===== config.mk =====
export PLATFORM = sky130hd
export DESIGN_NAME = dvp_capture_flat
export DESIGN_NICKNAME = d
export VERILOG_FILES = /design/src/rtl/dvp_pkg.sv /design/src/rtl/dvp_if.sv /design/src/rtl/dvp_byte_pack.sv /design/src/rtl/dvp_capture.sv /design/src/flat_wrapper.sv
export SDC_FILE = /design/constraint.sdc
export NUM_CORES = 1
export LEC_CHECK = 0
export ABC_AREA = 1
export ABC_CLOCK_PERIOD_IN_PS = 2400
export BUFFER_PORTS_ARGS = -buffer_cell sky130_fd_sc_hd__clkbuf_2
export CAP_MARGIN = 15
export CELL_PAD_IN_SITES_DETAIL_PLACEMENT = 1
export CELL_PAD_IN_SITES_GLOBAL_PLACEMENT = 2
export CORE_UTILIZATION = 32
export DETAILED_ROUTE_END_ITERATION = 12
export PLACE_DENSITY_LB_ADDON = 0.1
export SETUP_SLACK_MARGIN = 0.4
export SYNTH_ARGS = -nofsm -noshare
export SYNTH_HDL_FRONTEND = slang
export SYNTH_SLANG_ARGS = --single-unit

===== constraint.sdc =====
create_clock -name clk -period 2.4 [get_ports clk]
set_input_delay 0.12 -clock clk [delete_from_list [all_inputs] [get_ports clk]]
set_output_delay 0.12 -clock clk [all_outputs]
set_load 0.05 [all_outputs]

===== src/rtl/dvp_pkg.sv =====
// Shared types and geometry constants for the DVP capture path and the DMA address generator.
package dvp_pkg;

   localparam int CNT_W        = 12;
   localparam int PIX_W        = 16;
   localparam int H_ACTIVE_DEF = 1280;
   localparam int V_ACTIVE_DEF = 720;

   typedef enum logic [1:0] {
      SKIP,
      WAIT,
      ACTIVE
   } state_t;

   // Geometry counters stick at all-ones instead of wrapping back to a plausible value.
   function automatic logic [CNT_W-1:0] sat_inc(input logic [CNT_W-1:0] v);
      return (&v) ? v : v + CNT_W'(1);
   endfunction

endpackage


===== src/rtl/dvp_if.sv =====
// Frame-buffer video-in bus: frame sync plus a one-cycle pixel strobe with its RGB565 word.
interface dvp_if;
   import dvp_pkg::*;

   logic             vsync;
   logic             de;
   logic [PIX_W-1:0] data;

   modport master (output vsync, de, data);
   modport slave  (input  vsync, de, data);

endinterface


===== src/rtl/dvp_byte_pack.sv =====
// Pairs consecutive sensor bytes into RGB565 words; first byte of a pair is the high byte.
module dvp_byte_pack
   import dvp_pkg::*;
(
   input  logic             clk,
   input  logic             rst,
   input  logic             href,
   input  logic             en,
   input  logic [7:0]       db,
   output logic [PIX_W-1:0] data,
   output logic             de,
   output logic             pair,
   output logic             odd
);

   logic       phase_reg;
   logic [7:0] hi_reg;

   always_ff @(posedge clk or posedge rst) begin
      if (rst) begin
         phase_reg <= 1'b0;
         hi_reg    <= 8'd0;
         data      <= '0;
         de        <= 1'b0;
      end else begin
         de <= 1'b0;
         if (!href) begin
            phase_reg <= 1'b0;
         end else begin
            phase_reg <= ~phase_reg;
            if (!phase_reg) begin
               hi_reg <= db;
            end else if (en) begin
               data <= {hi_reg, db};
               de   <= 1'b1;
            end
         end
      end
   end

   // pair marks the second byte this cycle; odd is the phase seen at a line end.
   assign pair = href & phase_reg;
   assign odd  = phase_reg;

endmodule


===== src/rtl/dvp_capture.sv =====
// DVP sensor capture: frame-skip FSM, RGB565 pairing and sticky line/frame geometry checks.
module dvp_capture
   import dvp_pkg::*;
#(
   parameter int FRAME_SKIP = 10,
   parameter int H_ACTIVE   = H_ACTIVE_DEF,
   parameter int V_ACTIVE   = V_ACTIVE_DEF,
   parameter bit VSYNC_POL  = 1'b1
) (
   input  logic       clk,
   input  logic       rst,
   input  logic       cmos_vsync,
   input  logic       cmos_href,
   input  logic [7:0] cmos_db,
   dvp_if.master      fb_vin,
   output logic [7:0] frame_cnt,
   output logic       line_err,
   output logic       frame_err
);

   localparam logic [CNT_W-1:0] SKIP_N = CNT_W'(FRAME_SKIP);
   localparam logic [CNT_W-1:0] H_N    = CNT_W'(H_ACTIVE);
   localparam logic [CNT_W-1:0] V_N    = CNT_W'(V_ACTIVE);

   state_t           state_reg;
   logic             vs_reg, href_reg;
   logic [7:0]       db_reg;
   logic             vs_prev_reg, href_prev_reg, fb_vsync_reg;
   logic [CNT_W-1:0] skip_cnt_reg, line_cnt_reg, pix_cnt_reg;
   logic [CNT_W-1:0] line_cnt_next;
   logic             href_eff, vs_rise, vs_fall, href_fall, line_end, active;
   logic             pair, odd, pix_de;
   logic [PIX_W-1:0] pix_data;

   always_ff @(posedge clk or posedge rst) begin
      if (rst) begin
         vs_reg        <= 1'b0;
         href_reg      <= 1'b0;
         db_reg        <= 8'd0;
         vs_prev_reg   <= 1'b0;
         href_prev_reg <= 1'b0;
         fb_vsync_reg  <= 1'b0;
      end else begin
         vs_reg        <= VSYNC_POL ? cmos_vsync : ~cmos_vsync;
         href_reg      <= cmos_href;
         db_reg        <= cmos_db;
         vs_prev_reg   <= vs_reg;
         href_prev_reg <= href_eff;
         fb_vsync_reg  <= active & vs_reg;
      end
   end

   // Masking href with vs also closes a line that is still open when vs rises.
   assign href_eff  = href_reg & ~vs_reg;
   assign vs_rise   = vs_reg & ~vs_prev_reg;
   assign vs_fall   = ~vs_reg & vs_prev_reg;
   assign href_fall = href_prev_reg & ~href_eff;
   assign active    = (state_reg == ACTIVE);
   assign line_end  = active & href_fall;

   // A line ending in the vs-rise cycle is counted before the frame is judged.
   assign line_cnt_next = line_end ? sat_inc(line_cnt_reg) : line_cnt_reg;

   always_ff @(posedge clk or posedge rst) begin
      if (rst) begin
         state_reg    <= SKIP;
         skip_cnt_reg <= '0;
         line_cnt_reg <= '0;
         pix_cnt_reg  <= '0;
         frame_cnt    <= 8'd0;
         line_err     <= 1'b0;
         frame_err    <= 1'b0;
      end else begin
         if (href_fall) begin
            pix_cnt_reg <= '0;
         end else if (active && pair) begin
            pix_cnt_reg <= sat_inc(pix_cnt_reg);
         end

         case (state_reg)
            SKIP: begin
               if (FRAME_SKIP == 0) begin
                  state_reg <= WAIT;
               end else if (vs_rise) begin
                  skip_cnt_reg <= skip_cnt_reg + CNT_W'(1);
                  if (skip_cnt_reg + CNT_W'(1) == SKIP_N) state_reg <= WAIT;
               end
            end
            WAIT: begin
               if (vs_fall) begin
                  state_reg <= ACTIVE;
                  line_err  <= 1'b0;
                  frame_err <= 1'b0;
               end
            end
            ACTIVE: begin
               if (line_end && (pix_cnt_reg != H_N || odd)) line_err <= 1'b1;
               if (vs_fall) line_err <= 1'b0;
               if (vs_rise) begin
                  frame_err    <= (line_cnt_next != V_N);
                  frame_cnt    <= frame_cnt + 8'd1;
                  line_cnt_reg <= '0;
               end else begin
                  line_cnt_reg <= line_cnt_next;
               end
            end
            default: state_reg <= SKIP;
         endcase
      end
   end

   dvp_byte_pack u_pack (
      .clk  (clk),
      .rst  (rst),
      .href (href_eff),
      .en   (active),
      .db   (db_reg),
      .data (pix_data),
      .de   (pix_de),
      .pair (pair),
      .odd  (odd)
   );

   assign fb_vin.vsync = fb_vsync_reg;
   assign fb_vin.de    = pix_de;
   assign fb_vin.data  = pix_data;

endmodule

===== src/flat_wrapper.sv =====
// flat-port wrapper written by rule: the top's interface ports become plain ports
module dvp_capture_flat import dvp_pkg::*;
#(
   parameter int FRAME_SKIP = 10,
   parameter int H_ACTIVE   = H_ACTIVE_DEF,
   parameter int V_ACTIVE   = V_ACTIVE_DEF,
   parameter bit VSYNC_POL  = 1'b1
)
  (clk, rst, cmos_vsync, cmos_href, cmos_db, frame_cnt, line_err, frame_err, fb_vin_vsync, fb_vin_de, fb_vin_data);
  dvp_if fb_vin_i ();
  input  logic clk;
  input  logic rst;
  input  logic cmos_vsync;
  input  logic cmos_href;
  input  logic [7:0] cmos_db;
  output logic [7:0] frame_cnt;
  output logic line_err;
  output logic frame_err;
  output wire logic [$bits(fb_vin_i.vsync)-1:0] fb_vin_vsync;
  output wire logic [$bits(fb_vin_i.de)-1:0] fb_vin_de;
  output wire logic [$bits(fb_vin_i.data)-1:0] fb_vin_data;
  assign fb_vin_vsync = fb_vin_i.vsync;
  assign fb_vin_de = fb_vin_i.de;
  assign fb_vin_data = fb_vin_i.data;
  dvp_capture #(.FRAME_SKIP(FRAME_SKIP), .H_ACTIVE(H_ACTIVE), .V_ACTIVE(V_ACTIVE), .VSYNC_POL(VSYNC_POL)) u_core (.clk(clk), .rst(rst), .cmos_vsync(cmos_vsync), .cmos_href(cmos_href), .cmos_db(cmos_db), .fb_vin(fb_vin_i), .frame_cnt(frame_cnt), .line_err(line_err), .frame_err(frame_err));
endmodule

==> impl_results.md, run 1 <==
* Status: complete, no violations
* Wire length per cell at between 10 and 15 um
* Total placed cells including tap cells at around 730
* Post-synthesis mux area share at 0
* Final WL at 10500 um
* Final min period at 1.89 ns
* Biggest register: u_core.u_pack.data
* Setup TNS at 0 ns
* CP Launch Type: flop
* Initial DRC count at 142
* Die height at approximately 120 um
* Crit path depth at 12
* Antenna diode count at 0
* Final #Nets at 604
* Post-route ant nets at 0
* Critical path peak fanout at 4
* Main combinational cell family by area after synthesis: simple AND/OR/NAND/NOR gates
* Area Overhead vs Synth at 23.8%
* Number of distinct library cells after synthesis at 34
* Worst Path Arrival at 2.13 ns
* Top cells by area, synth: dfrtp_1 (52%), nand2_1 (15%), inv_1 (5.6%), nand3_1 (5.5%), o21ai_0 (3.6%)
* Via count at 3529
* Normalized max-slew margin at 0.682
* Worst Hold Class: in -> reg
* Vias per cell at approximately 4.6
* Drt first pass iters at 4
* Total power at between 0.004 and 0.005 W
* Total GRT Usage at 0.171
* Initial antenna violation count at 0
* EDFF count, synth at 0
* XOR/XNOR Fraction of Synth Area at 0.0291
* Cell Pwr Density at a little over 900 nW/um^2
* Fill cells at roughly 1600
* Die footprint at 13700 um^2
* Max incr delay on CP at about 0.40 ns
* Period utilisation layout at 0.787
* Post-synth top area share at 0.516
* DP HPWL at 7340 um
* Final hold vios at 0
* Largest net degree at the start of global routing at 88
* Slew @ Worst Pin at between 0.4 and 0.5 ns
* Max Fclk at approximately 530 MHz
* Worst path required time at between 2 and 3 ns
* Worst-case clock buffer depth at 2
* Synth area leader: dfrtp_1
* Largest register FFs at 16
* Register bit total from synthesis at 87
* Worst vdd ir at 405 uV
* Final setup viols at 0
* Cell mode on critical path: nand2_1
* Crit-path cells: ha_2, nand3_2, nor2_4, inv_1, nor2_4, nand3_4, nand3_1, nand2_1, nor2_1, nand3_1, nand2_1, nand2_1
* Vias in the first global route at 3704
* Grt total ovfl at 0
* Initial Util at 0.332
* Port Buffer Count at 39
* Cells after Synth at 519
* Ys flop type: dfrtp_1
* Max-Cap Viols at 0
* Area share of and/or/nand/nor cells after synthesis at 0.279
* Post-synthesis compound-gate area fraction at 0.0809
* CP bufs+invs at 1
* # IOs at 40
* Adder-Cell Fraction of Synth Area at 0.0267
* Worst Reg-to-Reg Cells at 12
* First-pass GRT wire length at ~18000 um
* Clk slew on worst S/H paths at around 0.070 ns
* Unrepaired setup endpoints after global routing: true
* Worst-skew pair later-pin latency at roughly 0.35 ns
* Mapped cell area at roughly 4200 um^2
* Non-filler cells, final at 760
* LEAKAGE at 2.48 nW
* Die width at 117 um
* Hold path depth at 2
* CTS sink cnt at between 80 and 90
* DRC errors left at 0
* Seq/Total Area, Yosys at 0.516
* CTS tree: built
* Finished Core Util at 0.411
* Synth Warn # at 0
* Core area at about 13000 um^2
* Final Skew at around 0.007 ns
* Number of buffers created by CTS at 9
* Routability congestion estimate at ~0.76
* Async SR Flop Fraction at 1.00
* FP Rows at 41
* Delay-heaviest family, CP: simple AND/OR/NAND/NOR gates
* Worst setup path class: reg -> reg
* Slowest-stage cell, CP: dfrtp_1
* Synthesized area per cell at 8.13 um^2
* Root buffer cell: clkbuf_16
* Syn_nets at 540
* Fraction of layout cells with a size suffix above 1 at 0.170
* Crit end category: flop
* CTS HTree Levels at 3
* Max-slew violation count at 0
==> power breakdown <==
part           switching [W]  total, W  internal (W)
Combinational        0.00101   0.00140      0.000395
Sequential          0.000182   0.00189       0.00171
Clock               0.000649   0.00148      0.000832
==> layer usage <==
metal | global-route usage | part of all wire | up-vias
li1 | - | - | 1785
met1 | 0.206 | 0.46 | 1709
met2 | 0.301 | 0.50 | 25
met3 | 0.0386 | 0.022 | 10
met4 | 0.0557 | 0.012 | 0
met5 | 0 | 0 | -
==> cells in the final DEF, fill, tap and decap left out, types with 4 or more instances in the layout <==
cell           instances
a21oi_1                6
buf_4                  8
clkbuf_16              9
clkbuf_2              39
dfrtp_1               86
dlygate4sd3_1         11
ha_1                   7
inv_1                 62
inv_2                  4
nand2_1              164
nand3_1               41
nand3_2                5
nand4_1                7
nor2_1                29
nor2_2                 7
nor2_4                 4
nor3_1                 6
o21ai_0               30
o21ai_1                8
o22ai_1                6
xnor2_1                6
xor2_1                 8
==> worst paths after layout <==
kind                                        startpoint                      to  slack, ns
worst max-delay path            u_core.line_cnt_reg[0]        u_core.frame_err       0.51
worst min-delay path                        cmos_db[7]        u_core.db_reg[7]       0.41
worst max register to register  u_core.line_cnt_reg[0]        u_core.frame_err       0.51
worst min register to register           u_core.vs_reg      u_core.vs_prev_reg       0.43
max in group asynchronous                          rst  u_core.line_cnt_reg[2]       1.54
min in group asynchronous                          rst        u_core.db_reg[0]       0.48
==> final cells by class <==
cell class	instances	area [um^2]	share of cell area
Tap cell	172	215	0.0412
Clock inverter	7	91.3	0.0175
Timing Repair Buffer	60	397	0.0759
Inverter	69	265	0.0508
Clock buffer	9	225	0.0431
Multi-Input combinational cell	356	1850	0.354
Sequential cell	87	2180	0.417
==> cells in the mapped netlist (2+ instances only) <==
master and number:
a31oi_1 2, nor4_1 2, inv_1 63, xor2_1 8, nor2_2 4, o21ai_0 30, o22ai_1 6, nor3_1 6
ha_1 9, buf_2 4, xnor2_1 6, dfrtp_1 87, inv_2 5, clkbuf_1 3, o21ai_1 8, nand4_1 7
a21oi_1 6, nand2_1 164, nand3_1 46, nand3_2 3, a21boi_0 2, nand2_2 2, nor2_1 35
==> cell families after synthesis <==
logic type / after synthesis
AO/OA/AOI/OAI: 60
adder cells (fa/ha/maj): 9
flip-flops: 87
AND/OR/NAND/NOR: 273
XOR/XNOR: 14
buffers and inverters: 76
==> what timing repair did <==
action,in CTS,in global routing
setup buffers,0,4
hold buffers,11,0
endpoints found under the setup margin,4,23
pin swaps,0,2
hold endpoints to repair,97,0
gates resized for setup,2,22
==> stage by stage <==
stage	hold slack (ns)	area, um^2	worst slack, ns
floorplan	0.151	4220	0.638
detailed placement	0.230	4660	0.368
global route	0.420	5220	0.328
global placement	0.230	4660	0.441
CTS	0.395	5090	0.361
finish	0.412	5220	0.512
(Power assumes the default switching activity.)
==> run 2: changes to the inputs <==
- ABC_CLOCK_PERIOD_IN_PS: 2400 -> 1800
- CORE_UTILIZATION: 32 -> 35
- clock period: 2.4 -> 1.8 ns (I/O delays scaled with it)
==> run 2 against run 1 <==
Net effect: the run now ends with DRC left; combinational power up 85%; flip-flop and latch count stayed put; utilization grew 14 points; critical path type unchanged; critical endpoint unchanged; largest power group unchanged.
==> impl_results.md, run 2 (synthesis results as in run 1) <==
* Root buffer cell: clkbuf_16
* Normalized max-slew margin at 0.683 (+0.000839)
* Final hold vios at 0 (unchanged)
* Final worst setup slack at 0.0748 ns (-0.437 ns)
* Worst path required time at 2.04 ns (-0.60 ns)
* Setup TNS at 0 ns (unchanged)
* Worst Path Arrival at 1.97 ns (-0.16 ns)
* Largest net degree at the start of global routing at 29 (-67%)
* Cell Pwr Density at 1140 nW/um^2 (+25%)
* Fill cells at 1328 (-16%)
* Final min period at 1.73 ns (-0.163 ns)
* Final WL at 12500 um (+19%)
* Max-Cap Viols at 0 (unchanged)
* Critical path peak fanout at 6 (+2)
* Worst setup path class: reg -> reg
* CTS sink cnt at 87 (unchanged)
* Worst-skew pair later-pin latency at 0.35 ns (about the same)
* Final Skew at 0.00762 ns (+0.000648 ns)
* Violated checks: DRC
* Slowest-stage cell, CP: dfrtp_1
* Period utilisation layout at 0.958 (+0.172)
* Port Buffer Count at 39 (unchanged)
* Slew @ Worst Pin at 0.475 ns (+0.00210 ns)
* Total GRT Usage at 0.207 (+0.0366)
* Wire length per cell at 15.7 um (+14%)
* Vias in the first global route at 4162 (+12%)
* First-pass GRT wire length at 20300 um (+14%)
* CP Launch Type: flop
* Largest register FFs at 16 (unchanged)
* Most frequent cells in the layout: nand2_1 (118), dfrtp_1 (79), inv_1 (51)
* Routability congestion estimate at 0.821 (+8.3%)
* Finished Core Util at 0.555 (+0.144)
* Placed Area at 4890 um^2 (+4.8%)
* Final setup viols at 0 (unchanged)
* Status: finished, violations left
* Via count at 3905 (+11%)
* Max-slew violation count at 0 (unchanged)
* Delay-heaviest family, CP: simple AND/OR/NAND/NOR gates
* Unrepaired setup endpoints after global routing: true
* Worst vdd ir at 630 uV (+56%)
* Commonest non-fill, non-tap cell in the layout: nand2_1
* Worst Hold Class: in -> async
* Vias per cell at 4.91 (+5.8%)
* Worst R2R Start: u_core.state_reg[0]
* Initial antenna violation count at 0 (unchanged)
* Biggest register: u_core.u_pack.data
* Initial DRC count at 114 (-20%)
* Die height at 112 um (-4.3%)
* Crit path from: u_core.state_reg[0]
* Crit end category: flop
* CTS tree: built
* Crit-path cells: inv_2, ha_4, nand3_4, buf_8, nor2_4, nand3_4, nand3_4, nand2_2, nor2_2, nand3_1, nand2_1, nand2_1
* Total power at 0.00732 W (+53%)
* Die footprint at 12500 um^2 (-8.4%)
* DP HPWL at 7730 um (+5.4%)
* Drt first pass iters at 8 (+4)
* Post-route ant nets at 0 (unchanged)
* Fraction of layout cells with a size suffix above 1 at 0.433 (+0.262)
* Area Overhead vs Synth at 52.0%
* DRC errors left at 3 (+3)
* Initial Util at 0.365 (+0.0332)
* Antenna diode count at 0 (unchanged)
* Final #Nets at 668 (+11%)
* Max incr delay on CP at 0.39 ns (about the same)
* Max Fclk at 580 MHz (+9.5%)
* Worst-case clock buffer depth at 2 (unchanged)
* FP Rows at 39 (-4.9%)
* LEAKAGE at 3.05 nW (+23%)
* Clk slew on worst S/H paths at 0.07 ns (about the same)
* Grt total ovfl at 0 (unchanged)
* Setup WS pre-CTS at -0.0568 ns (-0.425 ns)
* Post-route cell area at 6420 um^2 (+23%)
* Die width at 112 um (-4.3%)
* CTS HTree Levels at 3 (unchanged)
* # IOs at 40 (unchanged)
* Number of buffers created by CTS at 9 (unchanged)
* CP bufs+invs at 2 (+1)
* Cell mode on critical path: nand3_4
* Core area at 11600 um^2 (-9.1%)
==> run 2: cell types whose count changed in the layout (fill, tap and decap cells not counted), moves of 9 or more <==
cell	previous run	this run
inv_1	62	51
o21ai_0	30	16
buf_6	1	25
nand2_4	1	14
nand2_2	2	36
nor2_4	4	13
nand2_1	164	118
nor2_1	29	17
buf_4	8	41
o21ai_2	1	11
nand3_1	41	30
==> run 2: cell type report <==
type / count / area, um^2 / share of cell area
tap: 143 / 179 / 0.0279
timing repair inverter: 2 / 22.5 / 0.00351
multi-input combinational: 357 / 2400 / 0.375
clock buffer: 11 / 253 / 0.0394
sequential: 87 / 2190 / 0.341
timing repair buffer: 121 / 985 / 0.153
clock inverter: 5 / 88.8 / 0.0138
inverter: 69 / 298 / 0.0464
==> run 2: metal layers <==
layer  vias up  routed length (um)  global-route usage
met5         -                   0                   0
met4         0                 136              0.0486
met3        10                 294              0.0490
met2        27                6540               0.359
met1      1951                5510               0.261
li1       1917                   -                   -
==> run 2: final timing paths <==
path / to / slack [ns] / cells past startpoint
hold / removal: u_core.u_pack.data[13] / 0.31 / 3
hold reg to reg: u_core.u_pack.data[1] / 0.48 / 2
setup reg to reg: u_core.frame_err / 0.07 / 12
max in group asynchronous: u_core.u_pack.hi_reg[3] / 0.90 / 4
min in group clk: u_core.db_reg[2] / 0.39 / 2
setup / recovery: u_core.frame_err / 0.07 / 12
==> run 2: power breakdown <==
group	internal [W]	switching, W	leakage [nW]
clock network	0.00131	0.000815	0.168
logic	0.000950	0.00164	1.75
registers	0.00229	0.000317	1.14
==> run 2: worst min-delay path, cell delays in order <==
cell,delay [ns]
dlygate4sd3_1,0.53
clkbuf_2,0.12
clkinvlp_4,0.33
==> run 2: stage by stage <==
stage / hold slack (ns) / cells
4_1_cts: 0.318 / 778
2_1_floorplan: 0.121 / 519
6_report: 0.310 / 795
5_1_grt: 0.346 / 795
3_3_place_gp: 0.125 / 713
3_5_place_dp: 0.131 / 713
==> run 2: repair_timing <==
item,in CTS,in global routing
pin swaps,34,26
hold buffers,11,0
endpoints found under the setup margin,55,65
gates resized for setup,93,112
buffers inserted,35,16
cloned,3,1
hold endpoints to repair,25,0
==> run 3: changes to the inputs <==
- ABC_CLOCK_PERIOD_IN_PS: 1800 -> 2000
- CORE_UTILIZATION: 35 -> 38
- clock period: 1.8 -> 2 ns (I/O delays scaled with it)
==> run 3 against run 2 <==
Net effect: the run now ends clean; flip-flop and latch count unchanged; utilization decreased by 1.5 points; clock skew rose by 0.011 ns; worst hold slack improved by 0.067 ns; first-iteration DRC count up 13%; final area shrank 8.9%; global-route usage rose by 0.70 points; critical path type unchanged; highest routed layer unchanged.
==> impl_results.md, run 3 (synthesis results as in run 1) <==
* Post-route ant nets at 0 (unchanged)
* Final Skew at 0.0187 ns (+0.0111 ns)
* Initial DRC count at 129 (+13%)
* DRC errors left at 0 (-3)
* Cell mode on critical path: nand2_4
* Vias in the first global route at 4023 (-3.3%)
* Die height at 107 um (-4.0%)
* Worst Reg-to-Reg Cells at 9 (-3)
* Placed Area at 4740 um^2 (-3.1%)
* Reg-to-reg setup timing slack at 0.26 ns (+0.18 ns)
* Max incr delay on CP at 0.41 ns (+0.02 ns)
* Worst-case clock buffer depth at 2 (unchanged)
* Max-slew violation count at 0 (unchanged)
* Antenna diode count at 0 (unchanged)
* Worst path required time at 2.28 ns (+0.24 ns)
* Fraction of layout cells with a size suffix above 1 at 0.341 (-0.0919)
* Total GRT Usage at 0.214 (+0.00702)
* Final worst setup slack at 0.255 ns (+0.181 ns)
* Slew @ Worst Pin at 0.455 ns (-0.0195 ns)
* Worst hold margin at 0.377 ns (+0.0672 ns)
* Critical path peak fanout at 6 (unchanged)
* Final #Nets at 653 (-2.2%)
* Initial antenna violation count at 0 (unchanged)
* Worst setup path class: reg -> reg
* First-pass GRT wire length at 19300 um (-4.9%)
* Largest register FFs at 16 (unchanged)
* LEAKAGE at 2.77 nW (-9.2%)
* Via count at 3799 (-2.7%)
* Port Buffer Count at 39 (unchanged)
* Largest net degree at the start of global routing at 88 (+200%)
* Routability congestion estimate at 0.777 (-5.4%)
* Vias per cell at 4.89 (-0.46%)
* Core area at 10800 um^2 (-6.3%)
* Max Fclk at 573 MHz (-1.1%)
* Drt first pass iters at 4 (-4)
* Final setup viols at 0 (unchanged)
* Normalized max-slew margin at 0.694 (+0.0108)
* Cell Pwr Density at 966 nW/um^2 (-15%)
* Die width at 107 um (-4.0%)
* Biggest register: u_core.u_pack.data
* Setup WS pre-CTS at 0.0509 ns (+0.108 ns)
* Commonest non-fill, non-tap cell in the layout: nand2_1
* CTS sink cnt at 87 (unchanged)
* Number of buffers created by CTS at 9 (unchanged)
* Final min period at 1.74 ns (+0.0194 ns)
* Final WL at 11700 um (-5.9%)
* Period utilisation layout at 0.872 (-0.0862)
* Crit path from: u_core.pix_cnt_reg[0]
* Wire length per cell at 15.1 um (-3.8%)
* Area Overhead vs Synth at 38.5%
* Clk slew on worst S/H paths at 0.10 ns (+0.03 ns)
* R2r endpoint: u_core.pix_cnt_reg[8]
* Unrepaired setup endpoints after global routing: true
* Setup TNS at 0 ns (unchanged)
* Grt total ovfl at 0 (unchanged)
* Crit-path cells: ha_4, nand2_4, nor2_4, nand2_4, o21ai_4, nand2_4, nand3_4, nor2_1, nor3b_2
* Status: complete, no violations
* CTS tree: built
* CTS HTree Levels at 3 (unchanged)
* Max-Cap Viols at 0 (unchanged)
* Post-route cell area at 5850 um^2 (-8.9%)
* Crit path depth at 9 (-3)
* Crit end category: flop
* CP endpoint: u_core.pix_cnt_reg[8]
* CP Launch Type: flop
* DP HPWL at 7490 um (-3.1%)
* Initial Util at 0.389 (+0.0244)
* Most frequent cells in the layout: nand2_1 (142), dfrtp_1 (80), inv_1 (54)
* Worst Path Arrival at 2.03 ns (+0.06 ns)
* Worst-skew pair later-pin latency at 0.37 ns (+0.02 ns)
* Worst Hold Class: in -> reg
* Slowest-stage cell, CP: dfrtp_1
* Worst R2R Start: u_core.pix_cnt_reg[0]
* CP bufs+invs at 0 (-2)
* FP Rows at 38 (-2.6%)
* Root buffer cell: clkbuf_8
* Die footprint at 11500 um^2 (-7.8%)
* Worst vdd ir at 518 uV (-18%)
* # IOs at 40 (unchanged)
* Final hold vios at 0 (unchanged)
* Delay-heaviest family, CP: simple AND/OR/NAND/NOR gates
run 3: cell types whose count changed in the layout (fill, tap and decap cells not counted), moves of 4 or more:
cell / before / now
nand2_1: 118 / 142
o22ai_1: 1 / 6
o22ai_2: 5 / 0
o21ai_0: 16 / 24
buf_6: 25 / 11
clkbuf_16: 9 / 0
clkinv_4: 4 / 0
nand2_4: 14 / 6
nor2_1: 17 / 21
o21ai_2: 11 / 3
nand2_2: 36 / 19
clkbuf_8: 2 / 11
run 3: worst reg2reg max path: cells and delay by family, from the launching register on:
kind	cells	cell delay, ns
compound gates	1	0.25
fa+ha+maj	1	0.17
flops	1	0.41
simple gates	7	0.84
run 3: routing by layer:
layer	share of wire	global-route usage	vias to the layer above
met2	0.51	0.375	42
met5	0	0	-
li1	-	-	1884
met1	0.45	0.272	1857
met3	0.023	0.0345	16
met4	0.015	0.0626	0
run 3: area by class of cell:
type | instances | area, um^2
inverters | 69 | 297
flip-flops and latches | 87 | 2190
multi-input cells | 356 | 2170
clock buffers | 11 | 151
fillers | 1294 | 4990
repair buffers | 107 | 812
clock inverters | 5 | 45.0
repair inverters | 2 | 11.3
well taps | 140 | 175
run 3: report_power, final:
part / total [W] / switching (W) / internal [W] / leakage [nW]
sequential: 0.00233 / 0.000277 / 0.00206 / 1.14
combinational: 0.00204 / 0.00134 / 0.000697 / 1.53
clock: 0.00128 / 0.000734 / 0.000543 / 0.0989
run 3: how the worst min path moves through the flow:
stage,from,endpoint,slack [ns],depth (start not counted)
floorplan,cmos_db[0],u_core.db_reg[0],0.13,0
global placement,cmos_db[1],u_core.db_reg[1],0.21,1
detailed placement,cmos_db[0],u_core.db_reg[0],0.21,1
CTS,cmos_db[2],u_core.db_reg[2],0.36,2
global route,cmos_db[1],u_core.db_reg[1],0.38,2
finish,cmos_db[2],u_core.db_reg[2],0.38,2
run 3: repair_timing:
action,in CTS,in global routing
buffers inserted,27,19
hold endpoints to repair,97,0
hold buffers,11,0
pin swaps,15,36
cloned,0,2
setup endpoints to repair,46,48
gates resized for setup,36,90
run 3: through the flow:
stage / utilization / instances / power (W)
floorplan: - / 519 / 0.00349
global placement: 0.437 / 702 / 0.00392
detailed placement: 0.437 / 702 / 0.00396
CTS: 0.497 / 756 / 0.00545
global route: 0.539 / 777 / 0.00598
finish: 0.539 / 777 / 0.00565
